===== config.mk =====
export PLATFORM = sky130hd
export DESIGN_NAME = instruction_fetch_unit_flat
export DESIGN_NICKNAME = d
export VERILOG_FILES = /design/src/rtl/instruction_fetch_unit_if.sv /design/src/rtl/instruction_fetch_unit.sv /design/src/flat_wrapper.sv
export SDC_FILE = /design/constraint.sdc
export NUM_CORES = 1
export LEC_CHECK = 0
export ABC_AREA = 1
export CORE_MARGIN = 2
export CORE_UTILIZATION = 50
export CTS_BUF_LIST = sky130_fd_sc_hd__clkbuf_4
export DETAILED_ROUTE_END_ITERATION = 12
export PLACE_DENSITY = 0.81
export SETUP_SLACK_MARGIN = 0.5
export SYNTH_ARGS = -nofsm -noshare
export SYNTH_HDL_FRONTEND = slang
export SYNTH_SLANG_ARGS = --single-unit

===== constraint.sdc =====
create_clock -name clk -period 2.7 [get_ports clk]
set_clock_uncertainty 0.1 [all_clocks]
set_input_delay 0.27 -clock clk [delete_from_list [all_inputs] [get_ports clk]]
set_output_delay 0.27 -clock clk [all_outputs]
set_load 0.02 [all_outputs]

===== src/rtl/instruction_fetch_unit_if.sv =====
// Fetch-unit bus bundle: instruction-memory request/response channel,
// backend redirect, and the decode-stage handoff.
interface instruction_fetch_unit_if;
  logic        imem_req_valid;
  logic        imem_req_ready;
  logic [31:0] imem_req_addr;
  logic        imem_rsp_valid;
  logic [31:0] imem_rsp_data;
  logic        imem_rsp_err;
  logic        redirect_valid;
  logic [31:0] redirect_pc;
  logic        id_valid;
  logic        id_ready;
  logic [31:0] id_instr;
  logic [31:0] id_pc;
  logic        id_fetch_fault;

  // The fetch unit itself.
  modport master (
    output imem_req_valid, imem_req_addr,
    input  imem_req_ready, imem_rsp_valid, imem_rsp_data, imem_rsp_err,
    input  redirect_valid, redirect_pc,
    output id_valid, id_instr, id_pc, id_fetch_fault,
    input  id_ready
  );

  // Memory, backend and decoder side.
  modport slave (
    input  imem_req_valid, imem_req_addr,
    output imem_req_ready, imem_rsp_valid, imem_rsp_data, imem_rsp_err,
    output redirect_valid, redirect_pc,
    input  id_valid, id_instr, id_pc, id_fetch_fault,
    output id_ready
  );
endinterface


===== src/rtl/instruction_fetch_unit.sv =====
// Instruction fetch unit: issues one word fetch at a time, buffers the
// returned instructions in a small FIFO for decode, and restarts fetch on a
// backend redirect. An access fault is delivered as a faulting NOP and
// stops fetching until the next redirect.
module instruction_fetch_unit #(
  parameter logic [31:0] RESET_PC   = 32'h0000_0000,
  parameter int unsigned FIFO_DEPTH = 2
) (
  input logic                      clk,
  input logic                      reset_n,
  instruction_fetch_unit_if.master bus
);
  localparam int unsigned      PTR_W     = $clog2(FIFO_DEPTH);
  localparam int unsigned      CNT_W     = PTR_W + 1;
  localparam logic [CNT_W-1:0] FULL_CNT  = CNT_W'(FIFO_DEPTH);
  localparam logic [31:0]      NOP_INSTR = 32'h0000_0013;

  typedef enum logic [1:0] {REQ, WAIT, DRAIN, HALT} state_e;

  state_e           state_q, state_d;
  logic [31:0]      fetch_pc_q, fetch_pc_d;
  logic [31:0]      inflight_pc_q, inflight_pc_d;
  logic             req_valid_q, req_valid_d;
  logic [CNT_W-1:0] count_q, count_d;
  logic [PTR_W-1:0] wr_ptr_q, wr_ptr_d;
  logic [PTR_W-1:0] rd_ptr_q, rd_ptr_d;

  logic             handshake;
  logic             push;
  logic             pop;
  logic [31:0]      push_instr;
  logic             push_fault;

  logic [31:0]      slot_pc    [FIFO_DEPTH];
  logic [31:0]      slot_instr [FIFO_DEPTH];
  logic             slot_fault [FIFO_DEPTH];

  // Redirect targets are word aligned; the two low bits are dropped.
  logic unused_redirect_lsbs;
  assign unused_redirect_lsbs = ^bus.redirect_pc[1:0];

  assign handshake = req_valid_q & bus.imem_req_ready;

  // Next fetch state, fetch pointer and buffer write request.
  always_comb begin
    state_d       = state_q;
    fetch_pc_d    = fetch_pc_q;
    inflight_pc_d = inflight_pc_q;
    push          = 1'b0;
    push_instr    = bus.imem_rsp_data;
    push_fault    = 1'b0;
    case (state_q)
      REQ: begin
        if (handshake) begin
          state_d       = WAIT;
          inflight_pc_d = fetch_pc_q;
          fetch_pc_d    = fetch_pc_q + 32'd4;
        end
      end
      WAIT: begin
        if (bus.imem_rsp_valid) begin
          push = 1'b1;
          if (bus.imem_rsp_err) begin
            push_instr = NOP_INSTR;
            push_fault = 1'b1;
            state_d    = HALT;
          end else begin
            state_d = REQ;
          end
        end
      end
      DRAIN: begin
        // The answer to a request made before the redirect is thrown away.
        if (bus.imem_rsp_valid) begin
          state_d = REQ;
        end
      end
      HALT: begin
        state_d = HALT;
      end
      default: begin
        state_d = REQ;
      end
    endcase
    // A redirect overrides everything; a response in the same cycle is dropped,
    // and a request still owed an answer sends the FSM to DRAIN.
    if (bus.redirect_valid) begin
      push       = 1'b0;
      fetch_pc_d = {bus.redirect_pc[31:2], 2'b00};
      if (((state_q == WAIT || state_q == DRAIN) && !bus.imem_rsp_valid) ||
          (state_q == REQ && handshake)) begin
        state_d = DRAIN;
      end else begin
        state_d = REQ;
      end
    end
  end

  // Buffer occupancy; a redirect flushes and overrides any pop.
  always_comb begin
    pop      = (count_q != '0) & bus.id_ready & ~bus.redirect_valid;
    wr_ptr_d = wr_ptr_q;
    rd_ptr_d = rd_ptr_q;
    count_d  = count_q;
    if (bus.redirect_valid) begin
      rd_ptr_d = wr_ptr_q;
      count_d  = '0;
    end else begin
      wr_ptr_d = wr_ptr_q + PTR_W'(push);
      rd_ptr_d = rd_ptr_q + PTR_W'(pop);
      count_d  = count_q + CNT_W'(push) - CNT_W'(pop);
    end
    // Only REQ issues and nothing is outstanding there, so free space in the
    // buffer is the whole issue condition.
    req_valid_d = (state_d == REQ) && (count_d < FULL_CNT);
  end

  // FSM, fetch pointer and registered request valid.
  always_ff @(posedge clk or negedge reset_n) begin
    if (!reset_n) begin
      state_q       <= REQ;
      fetch_pc_q    <= RESET_PC;
      inflight_pc_q <= RESET_PC;
      req_valid_q   <= 1'b0;
    end else begin
      state_q       <= state_d;
      fetch_pc_q    <= fetch_pc_d;
      inflight_pc_q <= inflight_pc_d;
      req_valid_q   <= req_valid_d;
    end
  end

  // Buffer pointers and entry count.
  always_ff @(posedge clk or negedge reset_n) begin
    if (!reset_n) begin
      count_q  <= '0;
      wr_ptr_q <= '0;
      rd_ptr_q <= '0;
    end else begin
      count_q  <= count_d;
      wr_ptr_q <= wr_ptr_d;
      rd_ptr_q <= rd_ptr_d;
    end
  end

  for (genvar gi = 0; gi < FIFO_DEPTH; gi++) begin : g_slot
    logic [31:0] pc_q;
    logic [31:0] instr_q;
    logic        fault_q;

    // Capture the pushed entry when the write pointer selects this slot.
    always_ff @(posedge clk or negedge reset_n) begin
      if (!reset_n) begin
        pc_q    <= '0;
        instr_q <= '0;
        fault_q <= 1'b0;
      end else if (push && (wr_ptr_q == PTR_W'(gi))) begin
        pc_q    <= inflight_pc_q;
        instr_q <= push_instr;
        fault_q <= push_fault;
      end
    end

    assign slot_pc[gi]    = pc_q;
    assign slot_instr[gi] = instr_q;
    assign slot_fault[gi] = fault_q;
  end

  assign bus.imem_req_valid = req_valid_q;
  assign bus.imem_req_addr  = fetch_pc_q;
  assign bus.id_valid       = (count_q != '0);
  assign bus.id_pc          = slot_pc[rd_ptr_q];
  assign bus.id_instr       = slot_instr[rd_ptr_q];
  assign bus.id_fetch_fault = slot_fault[rd_ptr_q];
endmodule


===== src/flat_wrapper.sv =====
// flat-port wrapper written by rule: the top's interface ports become plain ports
module instruction_fetch_unit_flat 
#(
  parameter logic [31:0] RESET_PC   = 32'h0000_0000,
  parameter int unsigned FIFO_DEPTH = 2
)
  (clk, reset_n, bus_imem_req_valid, bus_imem_req_addr, bus_imem_req_ready, bus_imem_rsp_valid, bus_imem_rsp_data, bus_imem_rsp_err, bus_redirect_valid, bus_redirect_pc, bus_id_valid, bus_id_instr, bus_id_pc, bus_id_fetch_fault, bus_id_ready);
  instruction_fetch_unit_if bus_i ();
  input logic clk;
  input logic reset_n;
  output wire logic [$bits(bus_i.imem_req_valid)-1:0] bus_imem_req_valid;
  output wire logic [$bits(bus_i.imem_req_addr)-1:0] bus_imem_req_addr;
  input wire logic [$bits(bus_i.imem_req_ready)-1:0] bus_imem_req_ready;
  input wire logic [$bits(bus_i.imem_rsp_valid)-1:0] bus_imem_rsp_valid;
  input wire logic [$bits(bus_i.imem_rsp_data)-1:0] bus_imem_rsp_data;
  input wire logic [$bits(bus_i.imem_rsp_err)-1:0] bus_imem_rsp_err;
  input wire logic [$bits(bus_i.redirect_valid)-1:0] bus_redirect_valid;
  input wire logic [$bits(bus_i.redirect_pc)-1:0] bus_redirect_pc;
  output wire logic [$bits(bus_i.id_valid)-1:0] bus_id_valid;
  output wire logic [$bits(bus_i.id_instr)-1:0] bus_id_instr;
  output wire logic [$bits(bus_i.id_pc)-1:0] bus_id_pc;
  output wire logic [$bits(bus_i.id_fetch_fault)-1:0] bus_id_fetch_fault;
  input wire logic [$bits(bus_i.id_ready)-1:0] bus_id_ready;
  assign bus_imem_req_valid = bus_i.imem_req_valid;
  assign bus_imem_req_addr = bus_i.imem_req_addr;
  assign bus_i.imem_req_ready = bus_imem_req_ready;
  assign bus_i.imem_rsp_valid = bus_imem_rsp_valid;
  assign bus_i.imem_rsp_data = bus_imem_rsp_data;
  assign bus_i.imem_rsp_err = bus_imem_rsp_err;
  assign bus_i.redirect_valid = bus_redirect_valid;
  assign bus_i.redirect_pc = bus_redirect_pc;
  assign bus_id_valid = bus_i.id_valid;
  assign bus_id_instr = bus_i.id_instr;
  assign bus_id_pc = bus_i.id_pc;
  assign bus_id_fetch_fault = bus_i.id_fetch_fault;
  assign bus_i.id_ready = bus_id_ready;
  instruction_fetch_unit #(.RESET_PC(RESET_PC), .FIFO_DEPTH(FIFO_DEPTH)) u_core (.clk(clk), .reset_n(reset_n), .bus(bus_i));
endmodule

=== After elaboration in Yosys (flattened, before gate mapping) ===
Cells that the tools add are included.
W data, S select, Z words.

* Eq/ne operators: 3
* Reductions and logical operators: 15
* Add/sub/neg operators: 5
* Order comparisons: 2
* Bitwise logic cells: 6
* Muxes and demuxes: 30

{| class="wikitable"
|+ Operators by type and width
! kind !! count
|-
| $mux W32 || 12
|-
| $add A32 B3 Y32 const B || 1
|-
| $mux W2 || 7
|-
| $mux W1 || 10
|-
| $pmux W2 S4 || 1
|-
| $reduce_bool A2 Y1 || 3
|-
| $logic_and A1 B1 Y1 || 5
|-
| $eq A2 B2 Y1 const B || 2
|-
| $logic_not A2 Y1 || 2
|-
| $reduce_and A2 Y1 || 2
|-
| $and A1 B1 Y1 || 3
|-
| $add A1 B1 Y1 || 2
|-
| $add A2 B1 Y2 || 1
|-
| $eq A2 B1 Y1 const B || 1
|-
| $ge A2 B2 Y1 const B || 1
|-
| $logic_or A1 B1 Y1 || 2
|-
| $lt A2 B2 Y1 const B || 1
|-
| $not A1 Y1 || 2
|-
| $not A1 Y2 || 1
|-
| $sub A2 B1 Y2 || 1
|-
| $logic_not A1 Y1 || 1
|}

* Logic and storage cells: 74
* Output and inout port bits: 99
* Bits of input ports: 71
* Register bits after elaboration: 201

=== Logic depth before layout (Yosys ltp) ===
* Word-level depth: 8
* Gate-level depth with buffers: 12
* Mapped depth without buffers: 11

=== Least setup slack after synthesis ===
Ideal clock, no wire load.

* Kind: flip-flop to flip-flop
* From: reg u_core.state_q[1]
* To: reg u_core.g_slot[0].instr_q[4]
* Cell stages (with the launch flop): 9
* Setup slack: 0.717 ns
* Clock period less this slack: 1.983 ns
* Required time: 2.466 ns
* Data arrival time: 1.749 ns
* Buffers on the path: 2
* Cells stage by stage: dfrtp_1 > inv_1 > ha_1 > nand2_1 > nor2_1 > ha_1 > clkbuf_1 > clkbuf_1 > a31oi_1

* Cells in the longest elaborated chain, start to end: 4
* Elaborated cells between the ends (all ways): 5
* Those cells by class: 1 x eq/ne; 3 x mux; 1 x reduce/logical

{| class="wikitable"
|+ Ends and longest elaborated chain
! what !! line !! text
|-
| start, declared || instruction_fetch_unit.sv:20 || <nowiki>state_e state_q, state_d;</nowiki>
|-
| start signal, assigned || instruction_fetch_unit.sv:126 || <nowiki>state_q <= state_d;</nowiki>
|-
| $eq A2 B1 Y1 * || instruction_fetch_unit.sv:52 || <nowiki>case (state_q)</nowiki>
|-
| $mux W1 || instruction_fetch_unit.sv:52 ||
|-
| $mux W1 || instruction_fetch_unit.sv:87 || <nowiki>if (bus.redirect_valid) begin</nowiki>
|-
| $logic_and A1 B1 Y1 || instruction_fetch_unit.sv:157 || <nowiki>end else if (push && (wr_ptr_q == PTR_W'(gi))) begin</nowiki>
|-
| end signal, assigned || instruction_fetch_unit.sv:159 || <nowiki>instr_q <= push_instr;</nowiki>
|-
| end, declared || instruction_fetch_unit.sv:148 || <nowiki>logic [31:0] instr_q;</nowiki>
|}

Every way passes the cells marked *; elsewhere a longest branch is shown, timed or not.
A chain may end at the register's enable or synchronous reset.

=== Worst setup path in the final report ===
* From: reg u_core.rd_ptr_q
* To: out bus_id_pc[17]

* Cells in the longest elaborated chain, start to end: 4

{| class="wikitable"
|+ Ends and longest elaborated chain
! what !! line !! text
|-
| start, declared || instruction_fetch_unit.sv:26 || <nowiki>logic [PTR_W-1:0] rd_ptr_q, rd_ptr_d;</nowiki>
|-
| start signal, assigned || instruction_fetch_unit.sv:142 || <nowiki>rd_ptr_q <= rd_ptr_d;</nowiki>
|-
| $not A1 Y2 (not written as such) || instruction_fetch_unit.sv:172 || <nowiki>assign bus.id_pc = slot_pc[rd_ptr_q];</nowiki>
|-
| $mux W32 (not written as such) (3 in a row) || instruction_fetch_unit.sv:172 ||
|-
| end, declared || flat_wrapper.sv:21 || <nowiki>output wire logic [$bits(bus_i.id_pc)-1:0] bus_id_pc;</nowiki>
|}

Every way passes these cells. The select of a mux whose other input is x is not followed.

==> results.toml <==
[sta]
hold_viol_final = 0
fin_ws_ps = 499
rsz0062_at_grt = "yes"
setup_tns_ps = 0
slew_headroom = 0.636
setup_viol = 0
period_minus_slack_ps = 2200
finalCritPeriodShare = 0.815
slew_viol_final = 0
max_clock_freq_mhz = 454
tightest_slew_ps = 546

[logic_synthesis]
avgSynthCellArea_um2 = 7.70
yosys.area.top_type = "dfrtp_1"
synth-edff-count = 0
synth.most_common_cell = "nand2_1"
synthArstFlopShare = 1.00
synth_top_area_frac = 0.524
synthTopCellsByArea = "dfrtp_1, nand2_1, o21ai_0, inv_1, nand3_1"
ys_warn_count = 0
synth-seq-cells = 193
synthFlopType = "dfrtp_1"
synth_commonest_cells = "nand2_1, dfrtp_1, o21ai_0"
synthDistinctLibCells = 34
postSynthCellCount = 1198
synthesis.area_um2 = 9220
ys_seq_area_frac = 0.524

[finish]
final_layout_size_suffix_gt1_frac = 0.0928
area_growth_pct = 21.9
fillers = 1629
nNetsFinal = 1416

[global_route]
grt_max_degree = 91
grt.overflow.total = 0
grt_pass1_wl_mm = 36.1
antenna_found_initial = 1
grtUsageTotal = 0.227
grt_pass1_vias = 7402

[floorplan]
rows = 49
ios = 170
dieArea_um2 = 19500
die_w_um = 140
initial_utilization = 0.512
chipHeight_um = 140
coreArea_um2 = 18000

[placed_design]
place_ws_ps = 485
hpwl_mm = 14.7
gp_congestion = 0.853
port-buffer-count = 163

[flow_run]
maxCapViolCount = 0

[status]
outcome = "completed"

[pwr]
p_leak_nw = 5.61
p_int_mw = 6.35
powerDensity_nw_per_um2 = 973
p_clk_frac = 0.148
combPwrFrac = 0.424
ir_drop_mv = 0.502
netSwitchingFraction = 0.420
p_seq_frac = 0.428
power.switching_mw = 4.59

[setup_path]
worstPathRequired_ps = 2330
cp.arrival_ps = 1830
end_kind = "output port"
path_max_fanout = 53
start_kind = "flip-flop"
path_class = "flip-flop to output port"

[route]
vias = 7929
drt-initial-drc-count = 592
wire_per_inst_um = 13.7
avgViaCountPerCell = 5.03
ant_nets = 0
first_pass_iters = 5
totalWireLength_mm = 21.6
route.detailed.drc = 0

[clocking]
post_cts_buffers = 0
cts_buffers = 17
clk_latency_ps = 560
cts_root_buf = "clkbuf_4"
clock_sinks = 193
ctsLongestPathBuffers = 2
clk_pin_slew_ps = 150
cts.htree.levels = 4
cts_tree = "built"

[worst_hold_path]
hold_class = "input port to asynchronous set/reset pin"
power groups by stage:
stage | clock, mW | sequential [mW] | combinational (mW)
floorplan | 0 | 4.66 | 2.83
global placement | 0 | 4.68 | 4.93
detailed placement | 0 | 4.73 | 5.04
CTS | 1.66 | 4.67 | 4.81
global route | 1.78 | 4.82 | 5.18
finish | 1.62 | 4.68 | 4.64
cell usage in the layout, fill, tap and decap left out, types with 3 or more instances in the layout:
master	synthesis	routed
clkdlybuf4s15_1	0	3
nand2_1	509	509
inv_1	97	97
a21oi_1	4	4
clkdlybuf4s50_1	0	98
nor2_1	45	44
ha_1	10	9
dlygate4sd2_1	0	8
o21ai_1	3	10
nor2_2	2	3
inv_2	3	3
nand3_1	52	52
o21ai_0	176	169
clkdlybuf4s15_2	0	19
nand4_1	3	3
clkbuf_2	0	30
nor2_4	8	8
buf_12	0	7
clkbuf_4	0	19
conb_1	1	4
buf_4	6	3
a31oi_1	6	6
nand2_2	7	7
bufinv_16	0	3
clkinv_4	0	3
dfrtp_1	193	192
xor2_1	3	3
worst max-delay path, stage by stage (launching register included):
cell and delay [ps]:
dfrtp_2 480, buf_12 200, o21ai_1 220, dlygate4sd2_1 360
layer usage:
layer | wire, um | share of wire | GRT usage
met4 | 333 | 0.015 | 0.0632
met1 | 10200 | 0.47 | 0.333
met5 | 0 | 0 | 0
met2 | 9850 | 0.46 | 0.353
met3 | 1230 | 0.057 | 0.0368
final timing paths:
path	from	end	slack [ps]	depth (start not counted)
hold reg to reg	u_core.g_slot[1].pc_q[18]$_DFFE_PN0P_	u_core.g_slot[1].pc_q[18]$_DFFE_PN0P_	390	2
setup / recovery	u_core.rd_ptr_q$_DFF_PN0_	bus_id_pc[17]	500	3
setup reg to reg	u_core.state_q[1]$_DFF_PN0_	u_core.g_slot[1].instr_q[25]$_DFFE_PN0P_	670	8
max in group asynchronous	reset_n	u_core.g_slot[0].pc_q[29]$_DFFE_PN0P_	1570	3
min in group clk	bus_redirect_pc[12]	u_core.bus.imem_req_addr[12]$_DFFE_PN0N_	160	3
hold / removal	reset_n	u_core.g_slot[0].instr_q[17]$_DFFE_PN0P_	150	2
layout make-up:
class                      count  area (um2)  area share
timing repair buffer         176        1690       0.150
clock buffer                  19         143      0.0127
antenna                        1        2.50    0.000223
inverter                     103         392      0.0348
sequential                   193        4830       0.430
clock inverter                12         159      0.0141
multi-input combinational    844        3740       0.333
tap                          229         287      0.0255
registers in the layout, indices dropped and copies added (netlist names):
name / flops
u_core.bus.imem_req_addr: 30
u_core.bus.imem_req_valid: 1
u_core.count_q: 2
u_core.g_slot.fault_q: 2
u_core.g_slot.instr_q: 64
u_core.g_slot.pc_q: 60
u_core.inflight_pc_q: 30
u_core.rd_ptr_q: 1
u_core.state_q: 2
u_core.wr_ptr_q: 1
stage by stage:
| step | hold slack [ps] | total power, mW | utilization | cell area, um2 | instances |
|---|---|---|---|---|---|
| 2_1_floorplan | -126 | 7.50 | - | 9230 | 1201 |
| 3_3_place_gp | 204 | 9.60 | 0.613 | 11000 | 1544 |
| 3_5_place_dp | 209 | 9.76 | 0.613 | 11000 | 1544 |
| 4_1_cts | 117 | 11.1 | 0.632 | 11400 | 1576 |
| 5_1_grt | 120 | 11.8 | 0.624 | 11200 | 1577 |
| 6_report | 153 | 10.9 | 0.624 | 11200 | 1577 |
cell families after synthesis:
family | synth area share
other cells | 0.000407
compound gates | 0.109
buf+inv | 0.0722
xor+xnor | 0.00380
fa+ha+maj | 0.0136
simple gates | 0.278
flops | 0.524
timing repair:
item                                   4_1_cts  5_1_grt
endpoints found under the hold margin       62        0
hold buffers                                 1        0
gates resized for setup                    154       50
setup endpoints to repair                   63       66
(Power assumes the default switching activity.)
